**src/rtl/fb_scanout_if.sv**
```systemverilog
// Framebuffer RAM read port between the scanout engine and the RAM.
// Read data follows the address by one clock.
interface fb_scanout_if #(
    parameter int DATA = 18,
    parameter int ADDR = 14
);
    logic [ADDR-1:0] ram_addr;
    logic [DATA-1:0] ram_dout;

    modport master (output ram_addr, input ram_dout);
    modport slave (input ram_addr, output ram_dout);
endinterface

```
**src/rtl/fb_scanout.sv**
```systemverilog
// VGA 640x480@60 scanout of a small framebuffer, upscaled by SCALE.
// Pixel rate is half the clock; outputs trail the counters by one pixel.
module fb_scanout #(
    parameter int DATA         = 18,
    parameter int ADDR         = 14,
    parameter int FB_W         = 128,
    parameter int FB_H         = 96,
    parameter int SCALE        = 5,
    parameter int H_ACTIVE     = 640,
    parameter int H_SYNC_START = 656,
    parameter int H_SYNC_END   = 752,
    parameter int H_TOTAL      = 800,
    parameter int V_ACTIVE     = 480,
    parameter int V_SYNC_START = 490,
    parameter int V_SYNC_END   = 492,
    parameter int V_TOTAL      = 525
) (
    input  logic                clk,
    input  logic                reset,
    fb_scanout_if.master        ram,
    output logic [5:0]          red,
    output logic [5:0]          green,
    output logic [5:0]          blue,
    output logic                hsync,
    output logic                vsync,
    output logic                vblank,
    output logic                frame_start
);
    localparam int HW = $clog2(H_TOTAL);
    localparam int VW = $clog2(V_TOTAL);
    localparam int SW = (SCALE > 1) ? $clog2(SCALE) : 1;
    localparam int XW = $clog2(FB_W);
    localparam int YW = ADDR - XW;

    localparam logic [HW-1:0] H_LAST = HW'(H_TOTAL - 1);
    localparam logic [HW-1:0] H_ACT  = HW'(H_ACTIVE);
    localparam logic [HW-1:0] H_S0   = HW'(H_SYNC_START);
    localparam logic [HW-1:0] H_S1   = HW'(H_SYNC_END);
    localparam logic [VW-1:0] V_LAST = VW'(V_TOTAL - 1);
    localparam logic [VW-1:0] V_ACT  = VW'(V_ACTIVE);
    localparam logic [VW-1:0] V_S0   = VW'(V_SYNC_START);
    localparam logic [VW-1:0] V_S1   = VW'(V_SYNC_END);
    localparam logic [SW-1:0] S_LAST = SW'(SCALE - 1);
    localparam logic [YW-1:0] Y_LAST = YW'(FB_H - 1);

    logic            pix_en_q, pix_en_d;
    logic [HW-1:0]   h_q, h_d;
    logic [VW-1:0]   v_q, v_d;
    logic [SW-1:0]   hsub_q, hsub_d;
    logic [SW-1:0]   vsub_q, vsub_d;
    logic [XW-1:0]   fbx_q, fbx_d;
    logic [YW-1:0]   fby_q, fby_d;
    logic [5:0]      red_q, red_d;
    logic [5:0]      green_q, green_d;
    logic [5:0]      blue_q, blue_d;
    logic            hsync_q, hsync_d;
    logic            vsync_q, vsync_d;
    logic            vblank_q, vblank_d;
    logic            frame_start_q, frame_start_d;

    logic            h_wrap, v_wrap, h_act, v_act;
    logic [DATA-1:0] rd_word;

    assign rd_word      = ram.ram_dout;
    assign ram.ram_addr = {fby_q, fbx_q};

    assign h_wrap = (h_q == H_LAST);
    assign v_wrap = (v_q == V_LAST);
    assign h_act  = (h_q < H_ACT);
    assign v_act  = (v_q < V_ACT);

    always_comb begin
        pix_en_d      = ~pix_en_q;
        h_d           = h_q;
        v_d           = v_q;
        hsub_d        = hsub_q;
        vsub_d        = vsub_q;
        fbx_d         = fbx_q;
        fby_d         = fby_q;
        red_d         = red_q;
        green_d       = green_q;
        blue_d        = blue_q;
        hsync_d       = hsync_q;
        vsync_d       = vsync_q;
        vblank_d      = vblank_q;
        frame_start_d = pix_en_q & h_wrap & v_wrap;

        if (pix_en_q) begin
            h_d = h_wrap ? '0 : h_q + 1'b1;
            if (h_wrap) begin
                v_d = v_wrap ? '0 : v_q + 1'b1;
            end

            // fbx wraps naturally at FB_W, leaving it 0 through h blanking
            if (h_wrap) begin
                hsub_d = '0;
                fbx_d  = '0;
            end else if (h_act) begin
                if (hsub_q == S_LAST) begin
                    hsub_d = '0;
                    fbx_d  = fbx_q + 1'b1;
                end else begin
                    hsub_d = hsub_q + 1'b1;
                end
            end

            if (h_wrap && v_wrap) begin
                vsub_d = '0;
                fby_d  = '0;
            end else if (h_wrap && v_act) begin
                if (vsub_q == S_LAST) begin
                    vsub_d = '0;
                    fby_d  = (fby_q == Y_LAST) ? '0 : fby_q + 1'b1;
                end else begin
                    vsub_d = vsub_q + 1'b1;
                end
            end

            // Data now on ram_dout belongs to the (h,v) being retired
            if (h_act && v_act) begin
                red_d   = rd_word[DATA-1 -: 6];
                green_d = rd_word[DATA-7 -: 6];
                blue_d  = rd_word[DATA-13 -: 6];
            end else begin
                red_d   = '0;
                green_d = '0;
                blue_d  = '0;
            end
            hsync_d  = ~((h_q >= H_S0) && (h_q < H_S1));
            vsync_d  = ~((v_q >= V_S0) && (v_q < V_S1));
            vblank_d = ~v_act;
        end
    end

    always_ff @(posedge clk) begin
        if (reset) begin
            pix_en_q      <= 1'b0;
            h_q           <= '0;
            v_q           <= '0;
            hsub_q        <= '0;
            vsub_q        <= '0;
            fbx_q         <= '0;
            fby_q         <= '0;
            red_q         <= '0;
            green_q       <= '0;
            blue_q        <= '0;
            hsync_q       <= 1'b1;
            vsync_q       <= 1'b1;
            vblank_q      <= 1'b0;
            frame_start_q <= 1'b0;
        end else begin
            pix_en_q      <= pix_en_d;
            h_q           <= h_d;
            v_q           <= v_d;
            hsub_q        <= hsub_d;
            vsub_q        <= vsub_d;
            fbx_q         <= fbx_d;
            fby_q         <= fby_d;
            red_q         <= red_d;
            green_q       <= green_d;
            blue_q        <= blue_d;
            hsync_q       <= hsync_d;
            vsync_q       <= vsync_d;
            vblank_q      <= vblank_d;
            frame_start_q <= frame_start_d;
        end
    end

    assign red         = red_q;
    assign green       = green_q;
    assign blue        = blue_q;
    assign hsync       = hsync_q;
    assign vsync       = vsync_q;
    assign vblank      = vblank_q;
    assign frame_start = frame_start_q;
endmodule

```
**src/flat_wrapper.sv**
```systemverilog
// flat-port wrapper written by rule: the top's interface ports become plain ports
module fb_scanout_flat 
#(
    parameter int DATA         = 18,
    parameter int ADDR         = 14,
    parameter int FB_W         = 128,
    parameter int FB_H         = 96,
    parameter int SCALE        = 5,
    parameter int H_ACTIVE     = 640,
    parameter int H_SYNC_START = 656,
    parameter int H_SYNC_END   = 752,
    parameter int H_TOTAL      = 800,
    parameter int V_ACTIVE     = 480,
    parameter int V_SYNC_START = 490,
    parameter int V_SYNC_END   = 492,
    parameter int V_TOTAL      = 525
)
  (clk, reset, red, green, blue, hsync, vsync, vblank, frame_start, ram_ram_addr, ram_ram_dout);
  fb_scanout_if #(.DATA(DATA), .ADDR(ADDR)) ram_i ();
  input  logic clk;
  input  logic reset;
  output logic [5:0] red;
  output logic [5:0] green;
  output logic [5:0] blue;
  output logic hsync;
  output logic vsync;
  output logic vblank;
  output logic frame_start;
  output wire logic [$bits(ram_i.ram_addr)-1:0] ram_ram_addr;
  input wire logic [$bits(ram_i.ram_dout)-1:0] ram_ram_dout;
  assign ram_ram_addr = ram_i.ram_addr;
  assign ram_i.ram_dout = ram_ram_dout;
  fb_scanout #(.DATA(DATA), .ADDR(ADDR), .FB_W(FB_W), .FB_H(FB_H), .SCALE(SCALE), .H_ACTIVE(H_ACTIVE), .H_SYNC_START(H_SYNC_START), .H_SYNC_END(H_SYNC_END), .H_TOTAL(H_TOTAL), .V_ACTIVE(V_ACTIVE), .V_SYNC_START(V_SYNC_START), .V_SYNC_END(V_SYNC_END), .V_TOTAL(V_TOTAL)) u_core (.clk(clk), .reset(reset), .ram(ram_i), .red(red), .green(green), .blue(blue), .hsync(hsync), .vsync(vsync), .vblank(vblank), .frame_start(frame_start));
endmodule
```
**config.mk**
```make
export PLATFORM = sky130hd
export DESIGN_NAME = fb_scanout_flat
export DESIGN_NICKNAME = d
export VERILOG_FILES = /design/src/rtl/fb_scanout_if.sv /design/src/rtl/fb_scanout.sv /design/src/flat_wrapper.sv
export SDC_FILE = /design/constraint.sdc
export NUM_CORES = 1
export LEC_CHECK = 0
export CAP_MARGIN = 10
export CORE_AREA = 3 3 77 79
export CTS_BUF_LIST = sky130_fd_sc_hd__clkbuf_4 sky130_fd_sc_hd__clkbuf_8
export CTS_CLUSTER_SIZE = 8
export DETAILED_ROUTE_END_ITERATION = 10
export DIE_AREA = 0 0 80 82
export PLACE_DENSITY_LB_ADDON = 0.3
export SLEW_MARGIN = 20
export SYNTH_ARGS = -nofsm -noshare
export SYNTH_HDL_FRONTEND = slang
export SYNTH_SLANG_ARGS = --single-unit
```
**constraint.sdc**
```tcl
create_clock -name clk -period 2.25 [get_ports clk]
set_input_delay 0.5625 -clock clk [delete_from_list [all_inputs] [get_ports clk]]
set_output_delay 0.5625 -clock clk [all_outputs]
set_load 0.005 [all_outputs]
```
==> run metrics <==
status=completed; RSZ-0062 raised after global routing=false; Yosys top cell by area=dfxtp_1; drt via density=5.574; delay-heaviest family, CP=simple AND/OR/NAND/NOR gates; Final ANT Viol Nets=0; final setup fails=0; DRC viols=0; placed wire-length estimate=approximately 4500 um; stages on the worst setup path=6; Worst Setup End Kind=register; CTS Root Cell=clkbuf_8; Final Cycle Share=92.33%; Max Clock Skew=0.01070 ns; final WL=6260 um; synthesized area per cell=just over 9 um^2; crit path DAT=between 2 and 2.5 ns; yosys warns=0; CTS resizes=0; Post-Synthesis Cells=303; ys flop type=dfxtp_1; Pwr Total=2416 uW; first-pass GRT wire length=approximately 11000 um; highest-count cells in the layout ignoring fill and taps=63 x dfxtp_1, 55 x clkdlybuf4s50_1, 29 x nor2_1; Iteration-0 DRC Markers=102; FF-to-FF setup slack=0.17 ns; io pins=56; cell row count=27; WHS=0.4819 ns; Clock Pin Slew Worst Setup and Hold Paths=0.07 ns; multi-input logic area=1425 um^2; CP Cell Sequence=ha_1 -> and4bb_1 -> and3_1 -> o211ai_4 -> or4_1 -> nand2_1; Die Y-Extent=82 um; GRT met1 Usage=24.07%; # clock sinks=63; Synth Register Bits=63; GR met2 Demand/Resource=36.18%; WP buf/inv=0; Leak=0.001337 uW; most common cell after layout, fill and taps aside=dfxtp_1; die outline width=80 um; Post-Syn Area=2775 um^2; initial antenna violation count=0; Starting Density=51.34%; Post-synth EDFFs=0; Setup CP Type=register to register; worst setup path start=u_core.h_q[0]; M3 GR Usage=under 10%; RD Place Congestion=0.8282; clock latency on the worst-skew pair=0.35 ns; largest net degree at the start of global routing=20; die area=6560 um^2; max-slew violations=0; CTS buffer count=9; P&R area growth vs syn=32.01%; crit start category=register; Async S/R FF share, synth=0%; Routed WL per cell=around 14 um; Mapped Nets=between 300 and 400; Worst EP required=2.54 ns; All-Layer GR Usage=21.17%; DP Cell Count=428; TritonCTS clock tree=yes; Final TNS setup=0 ns; CP Capture Point=u_core.fbx_q[4]; Synth top area share=approximately 45%; final cell count without fillers=444; r2r startpoint=u_core.h_q[0]; min Tclk post-route=2.077 ns; fill count=451; port bufs=55; # diodes=0; WHS Path Cells=1; vias in the first global route=2453; fin nets=roughly 400; GR peak layer=met2; class of the worst hold path=register to register; sequential area share after synthesis=45.45%; PwrDens=659.4 nW/um^2; Max rail drop VDD=0.5488 mV; largest stage delay on the critical path=0.49 ns; layout cells sized above 1=8.065%; DR pass1 iterations=4; H-tree Lvls=3; final hold violation count=0; hold_buf cts=0; setup bufs post-CTS=0; FF-to-FF End=u_core.fbx_q[4]; slowest stage cell, crit path=or4_1; register area=1261 um^2; Cell variety after synth=47; maximum clock frequency=between 400 and 500 MHz; Rel. slew slack=73.87%; top cells by area, synth=dfxtp_1 45%, a22o_1 5.7%, ha_1 4.5%, nor2_1 3.9%, a21oi_1 3.2%; max_cap viols=0; Register-to-Register Path Depth=6; aggregate global routing overflow=0; CP max FO=10; Core Box Area=5405 um^2; CTS Buffer Depth=2; routed via count=2475; Slew @ Worst Pin=0.3919 ns
[registers in the layout (all words and copies together), names as in the netlist, 3 cells and up]
register,count
u_core.green,6
u_core.vsub_q,3
u_core.h_q,10
u_core.red,6
u_core.fbx_q,7
u_core.fby_q,7
u_core.hsub_q,3
u_core.blue,6
u_core.v_q,10
[metal layers]
metal	wire length [um]	share of wire [%]
met5	0	0
met4	63	1.0
met3	385	6.2
met2	3104	50
met1	2706	43
[cells by family (layout without fill, tap and decap cells)]
family | count (synthesis) | count (layout) | share of synthesized area [%]
adder cells (fa/ha/maj) | 10 | 10 | 4.509
flip-flops | 63 | 63 | 45.45
AND/OR/NAND/NOR | 117 | 117 | 22.99
AO/OA/AOI/OAI | 70 | 70 | 17.22
XOR/XNOR | 18 | 18 | 5.681
buffers and inverters | 23 | 92 | 3.426
multiplexers | 2 | 2 | 0.7214
[cells in the mapped netlist, drive strengths merged, types with 3 or more instances]
cell	count
a21oi	18
a22o	18
and3	6
buf	6
clkbuf	6
dfxtp	63
ha	10
inv	11
nand2	24
nand2b	5
nand3	8
nand4	10
nand4b	4
nor2	29
nor2b	3
nor3	4
nor4	4
o211ai	5
o21ai	17
o22ai	3
or3	8
xnor2	8
xor2	10
[through the flow]
step                instance area, um^2  setup WS (ns)  utilization [%]
floorplan                          2775         0.5037                -
global placement                   3443         0.3311            63.70
detailed placement                 3443         0.1935            63.70
CTS                                3664         0.1908            67.78
global route                       3664        0.04405            67.78
finish                             3664         0.1727            67.78
[worst register-to-register path, stage by stage, from the launching register on]
cell	delay [ns]
dfxtp_1	0.41
ha_1	0.22
and4bb_1	0.25
and3_1	0.41
o211ai_4	0.16
or4_1	0.50
nand2_1	0.08
[where the power goes]
part	total [uW]	switching, uW	internal [uW]
clock network	1080	458	624
logic	171	68.3	103
registers	1160	18.4	1140
[layout make-up]
cell class	instances	area share (%)
clock inverter	7	2.630
clock buffer	9	3.381
inverter	11	1.127
multi-input combinational	217	38.90
timing repair buffer	65	17.08
sequential	63	34.43
tap	72	2.459
[worst min-delay path by stage]
stage                            end  slack, ns        startpoint
finish                u_core.blue[2]       0.48    u_core.blue[2]
global route           u_core.red[0]       0.50     u_core.red[0]
CTS                 u_core.vsub_q[1]       0.48  u_core.vsub_q[1]
detailed placement    u_core.blue[3]       0.46    u_core.blue[3]
global placement     u_core.green[3]       0.46   u_core.green[3]
floorplan           u_core.vsub_q[1]       0.45  u_core.vsub_q[1]
No activity file was read; power rests on OpenSTA's default activity.
